[src/rtl/if_stage.sv]
// Instruction-fetch stage: owns the PC, talks to a variable-latency instruction
// memory, and drives the IF/ID register with stall buffering and redirect flushing.
module if_stage #(
    parameter logic [31:0] RESET_PC  = 32'h0000_3000,
    parameter logic [31:0] NOP_INSTR = 32'h0000_0000
) (
    input  logic        clk,
    input  logic        reset,
    input  logic        PCWre,
    input  logic        IFID_Stall,
    input  logic        Redirect,
    input  logic [31:0] RedirectPC,
    output logic        ImemReq,
    output logic [31:0] ImemAddr,
    input  logic        ImemRdy,
    input  logic [31:0] ImemData,
    output logic [31:0] Instr_IFID,
    output logic [31:0] PCPlus4_IFID,
    output logic        Valid_IFID,
    output logic [5:0]  Opcode_IFID,
    output logic [5:0]  Func_IFID,
    output logic [4:0]  RsAddr_IFID,
    output logic [4:0]  RtAddr_IFID,
    output logic        FetchBusy
);

    // state | meaning
    // REQ   | request outstanding at pc (zero-wait returns complete here)
    // BUF   | word returned while ID stalled; held in buf_instr, no request
    // DROP  | redirected while a request was in flight; waiting to discard it
    typedef enum logic [1:0] {
        S_REQ  = 2'd0,
        S_BUF  = 2'd1,
        S_DROP = 2'd2
    } state_t;

    state_t      state;
    state_t      state_next;
    logic [31:0] pc;
    logic [31:0] pc_next;
    logic [31:0] pending;
    logic [31:0] pending_next;
    logic [31:0] buf_instr;
    logic [31:0] buf_instr_next;
    logic [31:0] instr_next;
    logic [31:0] pc4_next;
    logic        valid_next;
    logic        bubble;

    logic        advance;
    logic [31:0] target;
    logic [31:0] pc_plus4;

    assign advance  = PCWre & ~IFID_Stall;
    assign target   = {RedirectPC[31:2], 2'b00};
    assign pc_plus4 = pc + 32'd4;

    always_comb begin
        state_next     = state;
        pc_next        = pc;
        pending_next   = pending;
        buf_instr_next = buf_instr;
        instr_next     = Instr_IFID;
        pc4_next       = PCPlus4_IFID;
        valid_next     = Valid_IFID;
        bubble         = 1'b0;

        case (state)
            S_REQ: begin
                if (ImemRdy) begin
                    if (Redirect) begin
                        pc_next = target;
                        bubble  = 1'b1;
                    end else if (advance) begin
                        instr_next = ImemData;
                        pc4_next   = pc_plus4;
                        valid_next = 1'b1;
                        pc_next    = pc_plus4;
                    end else begin
                        // pc stays on the fetched address, so pc+4 is recovered on release
                        buf_instr_next = ImemData;
                        state_next     = S_BUF;
                    end
                end else begin
                    if (Redirect) begin
                        pending_next = target;
                        bubble       = 1'b1;
                        state_next   = S_DROP;
                    end else if (advance) begin
                        bubble = 1'b1;
                    end
                end
            end

            S_BUF: begin
                if (Redirect) begin
                    pc_next    = target;
                    bubble     = 1'b1;
                    state_next = S_REQ;
                end else if (advance) begin
                    instr_next = buf_instr;
                    pc4_next   = pc_plus4;
                    valid_next = 1'b1;
                    pc_next    = pc_plus4;
                    state_next = S_REQ;
                end
            end

            S_DROP: begin
                if (Redirect) begin
                    pending_next = target;
                end
                if (Redirect || advance) begin
                    bubble = 1'b1;
                end
                if (ImemRdy) begin
                    pc_next    = Redirect ? target : pending;
                    state_next = S_REQ;
                end
            end

            default: begin
                state_next = S_REQ;
            end
        endcase

        if (bubble) begin
            instr_next = NOP_INSTR;
            pc4_next   = 32'd0;
            valid_next = 1'b0;
        end
    end

    always_ff @(posedge clk or posedge reset) begin
        if (reset) begin
            state        <= S_REQ;
            pc           <= RESET_PC;
            pending      <= 32'd0;
            buf_instr    <= 32'd0;
            Instr_IFID   <= NOP_INSTR;
            PCPlus4_IFID <= 32'd0;
            Valid_IFID   <= 1'b0;
        end else begin
            state        <= state_next;
            pc           <= pc_next;
            pending      <= pending_next;
            buf_instr    <= buf_instr_next;
            Instr_IFID   <= instr_next;
            PCPlus4_IFID <= pc4_next;
            Valid_IFID   <= valid_next;
        end
    end

    // pc doubles as the fetch-address register; it only moves on a completed request
    assign ImemAddr  = pc;
    assign ImemReq   = ~reset & (state != S_BUF);
    assign FetchBusy = ~reset & (((state == S_REQ) & ~ImemRdy) | (state == S_DROP));

    assign Opcode_IFID = Instr_IFID[31:26];
    assign RsAddr_IFID = Instr_IFID[25:21];
    assign RtAddr_IFID = Instr_IFID[20:16];
    assign Func_IFID   = Instr_IFID[5:0];

endmodule

[config.mk]
export PLATFORM = sky130hd
export DESIGN_NAME = if_stage
export DESIGN_NICKNAME = d
export VERILOG_FILES = /design/src/rtl/if_stage.sv
export SDC_FILE = /design/constraint.sdc
export NUM_CORES = 1
export LEC_CHECK = 0
export CAP_MARGIN = 20
export CORE_MARGIN = 5
export CORE_UTILIZATION = 45
export DETAILED_ROUTE_END_ITERATION = 8
export PLACE_DENSITY = 0.85
export SYNTH_ARGS = -nofsm -noshare
export SYNTH_HDL_FRONTEND = slang
export SYNTH_SLANG_ARGS = --single-unit
[constraint.sdc]
create_clock -name clk -period 6 [get_ports clk]
set_clock_uncertainty 0.1 [all_clocks]
set_input_delay 1.2 -clock clk [delete_from_list [all_inputs] [get_ports clk]]
set_output_delay 1.2 -clock clk [all_outputs]
set_load 0.05 [all_outputs]
---- Word-level counts from Yosys, hierarchy flattened ----
Cells that the tools add are included.
storage, ports and cells
  bits in registers ....................... 163
  latch bits .............................. 0
  RAM bits ................................ 0
  ROM bits ................................ 0
  input port bits ......................... 70
  output and inout bits ................... 121
  logic and storage cells ................. 83
  memories kept ........................... 0
cells by class
  add/subtract/negate cells ............... 1
  multiply operators ...................... 0
  div/mod/pow operators ................... 0
  $lt $le $gt $ge ......................... 0
  eq/ne operators ......................... 15
  shift-type cells ........................ 0
  mux-type cells .......................... 39
  bitwise logic cells ..................... 10
  reductions and logical operators ........ 11
operators with widths
  cell                     number
  $mux W32                 16
  $pmux W32 S2             3
  $pmux W32 S3             1
  $add A32 B3 Y32 const B  1
  $ne A3 B3 Y1 const B     9
  $mux W2                  7
  $mux W1                  9
  $ne A2 B2 Y1 const B     3
  $pmux W2 S3              1
  $reduce_and A6 Y1        1
  $reduce_bool A3 Y1       2
  $not A1 Y1               5
  $reduce_and A5 Y1        1
  $and A1 B1 Y1            4
  $reduce_and A2 Y1        2
  $reduce_and A4 Y1        1
  $pmux W1 S3              1
  $reduce_and A3 Y1        1
  $eq A2 B1 Y1 const B     1
  $eq A2 B2 Y1 const B     1
  $logic_not A2 Y1         1
  $ne A2 B1 Y1 const B     1
  $pmux W1 S2              1
  $reduce_bool A2 Y1       1
  2 further kinds          2

---- Logic depth before layout (Yosys ltp) ----
Gate-level depths: netlist of run 1.
  word-level depth ........................ 8
  mapped depth ............................ 8
  depth with buffers taken out ............ 6

---- Least setup slack after synthesis of run 1 ----
OpenSTA, ideal clock, no wires.
  path type ............................... input to output
  from .................................... input reset
  to ...................................... output ImemReq
  arrival time ............................ 5.312 ns
  path slack .............................. -0.612 ns
  stages .................................. 2
  buffers on the path ..................... 0
  path through ............................ inv_1 -> and2_1
on the way
  word-level cells in the longest chain between the ends .. 2
ends and longest elaborated chain
  what           RTL line  source
  from (decl)    8         input logic reset,
  $not A1 Y1     156       assign ImemReq = ~reset & (state != S_BUF);
  $and A1 B1 Y1  156
  to (decl)      13        output logic ImemReq,
Every way passes these cells.

---- Worst setup path after layout of run 1 ----
  from .................................... input ImemRdy
  to ...................................... output FetchBusy
on the way
  word-level cells in the longest chain between the ends .. 4
ends and longest elaborated chain
  what           RTL line  source
  from (decl)    15        input logic ImemRdy,
  $not A1 Y1     157       assign FetchBusy = ~reset & (((state == S_REQ) & ~ImemRdy) | (state == S_DROP));
  $and A1 B1 Y1  157
  $or A1 B1 Y1   157
  $and A1 B1 Y1  157
  to (decl)      24        output logic FetchBusy
Every way passes these cells.

==> reports/results.ini, run 1 <==
[worst_setup_path]
cp-startpoint=ImemRdy
critical_path_class=input pin to output port
arrival_ns=3.00
reg2reg_from=state[1]
cp.required_ns=4.70
cp_max_fo=6
worstSetupEndpointType=output port
cp-start-kind=input pin

[floorplan]
die_h_um=143
ios=191
start_util_pct=46.2
rows=48
core_region_area_um2=17400
die_x_um=143
die_area_um2=20600

[place]
place_congestion=0.829
portBuffers=188
place_ws_ns=1.59
dp_hpwl_um=14700
dp_cells=1112
placed_area_um2=9870

[timing]
setup_slack_ns=1.70
rsz0062_at_grt=no
finalSetupTns_ns=0
tightest_slew_ns=0.976
finalHoldViolCount=0
slew_viol_final=0
max_slew_margin_pct=34.8
fmaxAchievable_mhz=233
layout_worst_path_cycle_share_pct=71.7
post-route-min-period_ns=4.30
setup_viol=0

[finish]
diodes=0
layout-area-overhead-vs-synth_pct=31.5
multi_input_area_um2=3490
nFillCells=1399
layout-drive-gt1-share_pct=14.1
final_area_um2=10500
regArea_um2=4080
final_nets=978
finalNonFillerCells=1145

[cts]
cts_tree=built
path_clk_slew_ns=0.06
h-tree-depth=4
cts_made_buffers=17
cts_hold_buf=0
cts_resized=0
postCtsSetupBuffers=0
cts_buffer_depth=2
clock-sinks=163
root_buffer=clkbuf_16
clk_latency_ns=0.42

[grt]
grt_pass1_vias=6567
gr-total-overflow=0
antenna_found_initial=1
grt_usage_pct=21.8
grt_max_degree=164
grt_first_pass_wirelength_um=35300

[power_and_ir_drop]
power_mw=3.63
max-vdd-ir-drop_mv=0.220
power.density_nw_per_um2=344
p_leak_nw=4.53

[min_path]
hold_start=PCPlus4_IFID[24]
hold_class=flip-flop to flip-flop

[route]
routedWlPerCell_um=19.2
vias_per_cell=5.66
route.detailed.drc=0
via_count=6477
antenna_left=0
drt-pass1-iter-count=5
routed_wl_um=22000
drt-initial-drc-count=626

[synth]
synth-edff-count=0
netlist.area_leader.share_pct=50.3
ys_seq_area_share_pct=50.9
syn_area_um2=8010
yosys.area.top_type=dfrtp_1
async_flop_share_pct=100
ys_warn_count=0
syn_nets=832
synth_cell_types=56
syn-mean-instance-area_um2=10.5
synthFlopType=dfrtp_1
synthTopCellsByArea=dfrtp_1, mux2_2, o21ai_0
netlist_instances=761
ys_ff_latch=163

[outcome]
status=finished clean

[job]
maxCapViolations=0

-- power breakdown --
part	switching, mW	internal (mW)	total [mW]
clock network	0.443	0.746	1.19
registers	0.186	1.28	1.46
logic	0.587	0.386	0.973
-- synth_stat cells, types with 4 or more instances --
master       n
nand4_1      4
o21ai_0     92
xor2_1       8
nand3_1     17
nor2_1      30
and4_1       4
o2bb2ai_1    7
xnor2_1     18
nor2b_1      6
a22o_1       5
nor3_1       7
nand4_2      5
buf_4       30
o22ai_1      5
clkbuf_1    23
dfrtp_1    161
mux2_2      61
and3_1      19
and2_1       6
a31oi_1      5
o311ai_0     5
mux2i_1     33
inv_1        8
a21oi_1     26
a221oi_1     9
o21ai_1      4
buf_2       16
nand2_1    102
-- flip-flops by register name, indices dropped and copies added, names as in the netlist --
register,cells
ImemAddr,32
buf_instr,32
Instr_IFID,32
state,2
PCPlus4_IFID,32
Valid_IFID,1
pending,32
-- final timing paths --
check | end | slack, ns | cells past startpoint
max reg2reg | ImemAddr[27] | 3.30 | 6
min | PCPlus4_IFID[24] | 0.38 | 2
max | FetchBusy | 1.70 | 4
min in group asynchronous | buf_instr[11] | 1.31 | 3
min reg2reg | PCPlus4_IFID[24] | 0.38 | 2
max in group asynchronous | ImemAddr[31] | 3.72 | 3
-- layer usage --
metal | vias up | wire [µm] | track usage, %
met4 | 2 | 745 | 9.71
li1 | 2974 | - | -
met3 | 54 | 1320 | 4.33
met5 | - | 20 | 0
met2 | 241 | 11000 | 36.6
met1 | 3206 | 8960 | 27.2
-- area by class of cell --
type	count	area share, %
flip-flops and latches	163	38.8
well taps	225	2.67
repair buffers	200	18.9
clock buffers	22	4.60
inverters	8	0.321
clock inverters	10	1.62
multi-input cells	517	33.2
-- critical path, cell delays in order --
cell	delay (ns)
clkdlybuf4s50_1	0.50
and2b_1	0.27
nor3_1	0.18
clkdlybuf4s50_1	0.85
-- through the flow --
stage	util (%)	hold slack, ns
2_1_floorplan	-	0.365
3_3_place_gp	56.8	0.361
3_5_place_dp	56.8	0.370
4_1_cts	60.6	0.385
5_1_grt	60.7	0.412
6_report	60.7	0.377
-- kinds of logic (layout without fill, tap and decap cells) --
group                      count (synthesis)  after routing  synth area share, %
and+or+nand+nor                          222            222                 14.6
xor gates and xnor gates                  26             26                 2.84
muxes                                     94             94                 12.7
DFF                                      163            163                 50.9
buffers and inverters                     81            240                 5.73
AOI/OAI and AO/OA                        174            174                 13.0
adders and majority gates                  1              1                0.156
-- layout by cell type (no fill, tap or decap), types with 17 or more instances in the layout --
cell               n
mux2i_1           33
clkbuf_16         17
a21oi_1           26
dfrtp_1          161
clkdlybuf4s50_1  188
and3_1            19
nor2_1            30
mux2_2            61
nand3_1           17
o21ai_0           92
nand2_1          100
xnor2_1           18
Power figures use the tool's default switching activity.
==> run 2, diff against run 1 <==
--- a/config.mk
+++ b/config.mk
@@ -7,9 +7,9 @@
 export LEC_CHECK = 0
 export CAP_MARGIN = 20
 export CORE_MARGIN = 5
-export CORE_UTILIZATION = 45
+export CORE_UTILIZATION = 50
 export DETAILED_ROUTE_END_ITERATION = 8
-export PLACE_DENSITY = 0.85
+export PLACE_DENSITY = 0.89
 export SYNTH_ARGS = -nofsm -noshare
 export SYNTH_HDL_FRONTEND = slang
 export SYNTH_SLANG_ARGS = --single-unit
==> constraint.sdc (replaced) <==
create_clock -name clk -period 4.5 [get_ports clk]
set_clock_uncertainty 0.1 [all_clocks]
set_input_delay 0.9 -clock clk [delete_from_list [all_inputs] [get_ports clk]]
set_output_delay 0.9 -clock clk [all_outputs]
set_load 0.05 [all_outputs]
==> run 2 against run 1 <==
  * Hold slack worse by 0.00068 ns
  * Clock-buffer cell count unchanged
  * Flip-flop and latch count unchanged
  * Combinational power up 34%
  * First-iteration DRC count down 18%
  * Utilization up 5.2 points
  * Setup slack worse by 0.90 ns
  * Sequential share of layout area up 0.40 points
  * Sequential power up 34%
  * Largest power group unchanged
  * Wire length down 2.2%
  * Largest cell class unchanged
  * Via count down 0.32%
  * Die area down 9.3%
==> reports/results.ini, run 2 (same netlist as run 1, synthesis figures left out) <==
[power_and_ir_drop]
power_frac_clock_pct=29.5  ; -3.3 points
pwr-share-seq_pct=42.4  ; +2.0 points
swShare_pct=34.7  ; +1.1 points
p_int_mw=3.01  ; +25%
comb_power_share_pct=28.2  ; +1.4 points
power.density_nw_per_um2=441  ; +28%
p_leak_nw=4.49  ; -0.88%
switchingPower_mw=1.60  ; +31%
max-vdd-ir-drop_mv=0.285  ; +29%

[cts]
cts_hold_buf=0  ; unchanged
cts_resized=0  ; unchanged
cts_made_buffers=17  ; unchanged
cts_tree=built
root_buffer=clkbuf_16
postCtsSetupBuffers=0  ; unchanged
clk_latency_ns=0.42  ; about the same
cts_buffer_depth=2  ; unchanged
path_clk_slew_ns=0.06  ; about the same
clock-sinks=163  ; unchanged
h-tree-depth=4  ; unchanged

[worst_setup_path]
arrival_ns=2.70  ; -0.30 ns
cp_max_fo=6  ; unchanged
cp-start-kind=input pin
critical_path_class=input pin to output port
reg2reg_depth=4  ; -2
worstSetupEndpointType=output port
cp.required_ns=3.50  ; -1.20 ns

[min_path]
min_path_cells=2  ; unchanged
hold_class=flip-flop to flip-flop

[floorplan]
rows=46  ; -4.2%
start_util_pct=50.6  ; +4.5 points
ios=191  ; unchanged
die_h_um=137  ; -4.8%
core_region_area_um2=15800  ; -8.8%
die_x_um=137  ; -4.8%
die_area_um2=18700  ; -9.3%

[route]
route.detailed.drc=0  ; unchanged
antenna_left=0  ; unchanged
via_count=6456  ; -0.32%
routedWlPerCell_um=18.9  ; -1.6%
drt-initial-drc-count=511  ; -18%
routed_wl_um=21600  ; -2.2%
vias_per_cell=5.67  ; +0.29%
drt-pass1-iter-count=6  ; +1

[timing]
setup_viol=0  ; unchanged
rsz0062_at_grt=no
slew_viol_final=0  ; unchanged
max_slew_margin_pct=31.2  ; -3.5 points
setup_slack_ns=0.798  ; -0.903 ns
post-route-min-period_ns=3.70
fmaxAchievable_mhz=270
layout_worst_path_cycle_share_pct=82.3
finalHoldViolCount=0  ; unchanged
tightest_slew_ns=1.03  ; +0.0531 ns

[grt]
grt_pass1_vias=6316  ; -3.8%
grt_first_pass_wirelength_um=33600  ; -4.7%
grt_max_degree=164  ; unchanged
gr-total-overflow=0  ; unchanged
antenna_found_initial=0  ; -1
grt_usage_pct=23.1  ; +1.3 points

[finish]
final_cell_mix=clkdlybuf4s50_1, dfrtp_1, nand2_1
final_nets=980  ; +0.20%
final_common_cell=clkdlybuf4s50_1
regArea_um2=4080  ; unchanged
layout-drive-gt1-share_pct=14.0  ; -0.12 points
layout-area-overhead-vs-synth_pct=30.1
nFillCells=1226  ; -12%
finalNonFillerCells=1138  ; -0.61%
multi_input_area_um2=3490  ; unchanged

[place]
place_ws_ns=0.701  ; -0.893 ns
dp_hpwl_um=14600  ; -1.2%
dp_cells=1104  ; -0.72%
portBuffers=188  ; unchanged
place_congestion=0.840  ; +1.3%

[outcome]
status=finished clean

[job]
maxCapViolations=0  ; unchanged

run 2: cell count changes in the layout (fill, tap and decap cells not counted), moves of 2 or more:
cell,delta
clkinv_2,+4
bufinv_16,-3
buf_4,+2
clkbuf_1,+2
clkbuf_8,-2
inv_6,-2
run 2: critical path, stage by stage:
cell	delay [ns]
clkdlybuf4s50_1	0.51
and2b_1	0.29
nor3_1	0.15
clkdlybuf4s50_1	0.84
run 2: power groups by stage:
stage | Sequential (mW) | Combinational (mW) | Clock, mW
floorplan | 2.23 | 0.589 | 0
global placement | 1.95 | 1.27 | 0
detailed placement | 1.97 | 1.29 | 0
CTS | 1.94 | 1.30 | 1.38
global route | 1.99 | 1.37 | 1.45
finish | 1.95 | 1.30 | 1.36
run 2: final cells by class:
class	instances	area share [%]
Tap cell	216	2.59
Multi-Input combinational cell	517	33.5
Clock inverter	9	0.792
Inverter	8	0.324
Sequential cell	163	39.2
Antenna cell	1	0.0240
Timing Repair Buffer	202	19.2
Clock buffer	22	4.45
run 2: metrics by stage:
stage | power [mW] | utilization [%] | area [µm²] | hold WS, ns | TNS (ns)
after floorplan | 2.82 | - | 8020 | 0.365 | -0.407
after global placement | 3.22 | 62.3 | 9860 | 0.361 | 0
after detailed placement | 3.26 | 62.3 | 9860 | 0.369 | 0
after CTS | 4.62 | 65.8 | 10400 | 0.382 | 0
after global routing | 4.81 | 65.8 | 10400 | 0.405 | 0
final | 4.60 | 65.9 | 10400 | 0.377 | 0
run 2: final timing paths:
path | from | endpoint | slack (ns)
worst max-delay path | ImemRdy | FetchBusy | 0.80
worst min-delay path | PCPlus4_IFID[14] | PCPlus4_IFID[14] | 0.38
worst max register to register | state[0] | ImemAddr[29] | 1.89
worst min register to register | PCPlus4_IFID[14] | PCPlus4_IFID[14] | 0.38
max in group asynchronous | reset | ImemAddr[26] | 2.64
min in group asynchronous | reset | buf_instr[0] | 1.05
run 2: metal layers:
metal	routed length, µm	GRT usage [%]
met4	621	9.35
met1	8900	30.4
met5	0	0
met2	10600	37.2
met3	1410	4.96
==> run 3, diff against run 2 <==
==> constraint.sdc (replaced) <==
create_clock -name clk -period 3.45 [get_ports clk]
set_clock_uncertainty 0.1 [all_clocks]
set_input_delay 0.69 -clock clk [delete_from_list [all_inputs] [get_ports clk]]
set_output_delay 0.69 -clock clk [all_outputs]
set_load 0.05 [all_outputs]
==> run 3 against run 2 <==
  * Largest power group unchanged
  * Highest routed layer unchanged
  * Total power grew 34%
  * Via count grew 0.65%
  * Flip-flop and latch count is the same
  * Die area is the same
==> reports/results.ini, run 3 (same netlist as run 1, synthesis figures left out) <==
[job]
maxCapViolations=0  ; unchanged

[timing]
layout_worst_path_cycle_share_pct=77.2
post-route-min-period_ns=2.66
finalSetupTns_ns=0  ; unchanged
rsz0062_at_grt=no
hold_ws_ns=0.383  ; +0.00629 ns
setup_viol=0  ; unchanged
fmaxAchievable_mhz=375
slew_viol_final=0  ; unchanged
tightest_slew_ns=1.08  ; +0.0507 ns
finalHoldViolCount=0  ; unchanged
setup_slack_ns=0.786  ; -0.0117 ns
max_slew_margin_pct=27.7  ; -3.5 points

[finish]
final_nets=983  ; +0.31%
final_common_cell=clkdlybuf4s50_1
finalNonFillerCells=1142  ; +0.35%
layout-drive-gt1-share_pct=14.9  ; +0.91 points
postLayoutCoreUtil_pct=66.3  ; +0.48 points
final_area_um2=10500  ; +0.73%
layout-area-overhead-vs-synth_pct=31.1
final_cell_mix=clkdlybuf4s50_1, dfrtp_1, nand2_1

[cts]
cts_made_buffers=17  ; unchanged
path_clk_slew_ns=0.07  ; about the same
cts_buffer_depth=2  ; unchanged
cts_resized=0  ; unchanged
h-tree-depth=4  ; unchanged
cts_tree=built
root_buffer=clkbuf_16
postCtsSetupBuffers=0  ; unchanged
clock-sinks=163  ; unchanged
clk_latency_ns=0.43  ; about the same
cts_hold_buf=0  ; unchanged

[floorplan]
ios=191  ; unchanged
rows=46  ; unchanged
die_area_um2=18700  ; unchanged
die_h_um=137  ; unchanged
core_region_area_um2=15800  ; unchanged
die_x_um=137  ; unchanged
start_util_pct=50.6  ; unchanged

[route]
drt-pass1-iter-count=5  ; -1
wl_met1_um=8960  ; +0.64%
routed_wl_um=21400  ; -0.52%
met2_length_um=10600  ; about the same
highest_layer=met4
vias_per_cell=5.69  ; +0.30%
via_count=6498  ; +0.65%
antenna_left=0  ; unchanged
route.detailed.drc=0  ; unchanged
drt-initial-drc-count=541  ; +5.9%
route.met3.wl_um=1280  ; -9.3%
routedWlPerCell_um=18.8  ; -0.87%

[worst_setup_path]
r2r_end=ImemAddr[8]
arrival_ns=1.87  ; -0.83 ns
cp-start-kind=flip-flop
reg2reg_depth=4  ; unchanged
max_stage_delay_ns=0.88  ; +0.04 ns
cp_max_fo=9  ; +3
critical_path_class=flip-flop to output port
cp.required_ns=2.66  ; -0.84 ns
reg2reg_from=state[0]
worstSetupEndpointType=output port
critPathTopFamily=buffers and inverters
path_cells=clkdlybuf4s50_1
cp.buffers_inverters=1  ; -1
rrSetupSlack_ns=0.94  ; -0.95 ns
cpMaxStageDelayCell=clkdlybuf4s50_1

[power_and_ir_drop]
power.density_nw_per_um2=586  ; +33%
p_int_mw=4.01  ; +33%
max-vdd-ir-drop_mv=0.344  ; +21%
pwr-share-seq_pct=41.4  ; -1.0 points
switchingPower_mw=2.14  ; +34%
power_frac_clock_pct=31.2  ; +1.7 points
power_mw=6.16  ; +34%
swShare_pct=34.8  ; +0.14 points
comb_power_share_pct=27.4  ; -0.8 points
p_leak_nw=4.52  ; +0.69%

[min_path]
min_path_cells=2  ; unchanged
hold_start=PCPlus4_IFID[14]
whs_endpoint=PCPlus4_IFID[14]
hold_class=flip-flop to flip-flop

[grt]
grt_pass1_vias=6557  ; +3.8%
grt_usage_pct=23.6  ; +0.47 points
grt_first_pass_wirelength_um=34200  ; +1.8%
antenna_found_initial=1  ; +1
grt_max_degree=164  ; unchanged
gr-total-overflow=0  ; unchanged

[place]
dp_hpwl_um=14600  ; about the same
portBuffers=188  ; unchanged
place_ws_ns=0.552  ; -0.149 ns
placed_area_um2=9900  ; +0.33%
dp_cells=1109  ; +0.45%
place_congestion=0.834  ; -0.76%

[outcome]
status=finished clean

run 3: changes by cell type in the layout (fill, tap and decap cells not counted), sizes merged:
cell / change
clkinvlp: +3
inv: +4
clkdlybuf4s50: -2
buf: +6
clkbuf: -4
clkinv: -4
bufinv: +1
run 3: power by group through the flow:
stage               clock network (mW)  logic (mW)  registers [mW]
finish                            1.92        1.69            2.55
detailed placement                   0        1.69            2.57
global placement                     0        1.66            2.54
floorplan                            0       0.768            2.91
CTS                               1.95        1.70            2.54
global route                      2.04        1.80            2.59
run 3: how the worst max path moves through the flow:
stage,from,to,slack (ns),cells past startpoint
after floorplan,reset,ImemReq,-1.04,2
after global placement,Redirect,PCPlus4_IFID[21],0.63,5
after detailed placement,Redirect,Instr_IFID[0],0.55,5
after CTS,ImemAddr[16],ImemAddr[16],0.78,1
after global routing,ImemRdy,FetchBusy,0.74,4
final,ImemAddr[16],ImemAddr[16],0.79,1
run 3: per-layer routing:
metal  vias up  track usage [%]
met4         0             9.63
met3        43             5.92
li1       3000                -
met1      3220             30.5
met5         -                0
met2       235             37.9
run 3: layout make-up:
class | instances | area, µm²
fillers | 1222 | 5330
multi-input cells | 517 | 3490
well taps | 216 | 270
repair buffers | 205 | 2020
clock buffers | 19 | 453
flip-flops and latches | 163 | 4080
diodes | 1 | 2.50
clock inverters | 13 | 150
inverters | 8 | 33.8
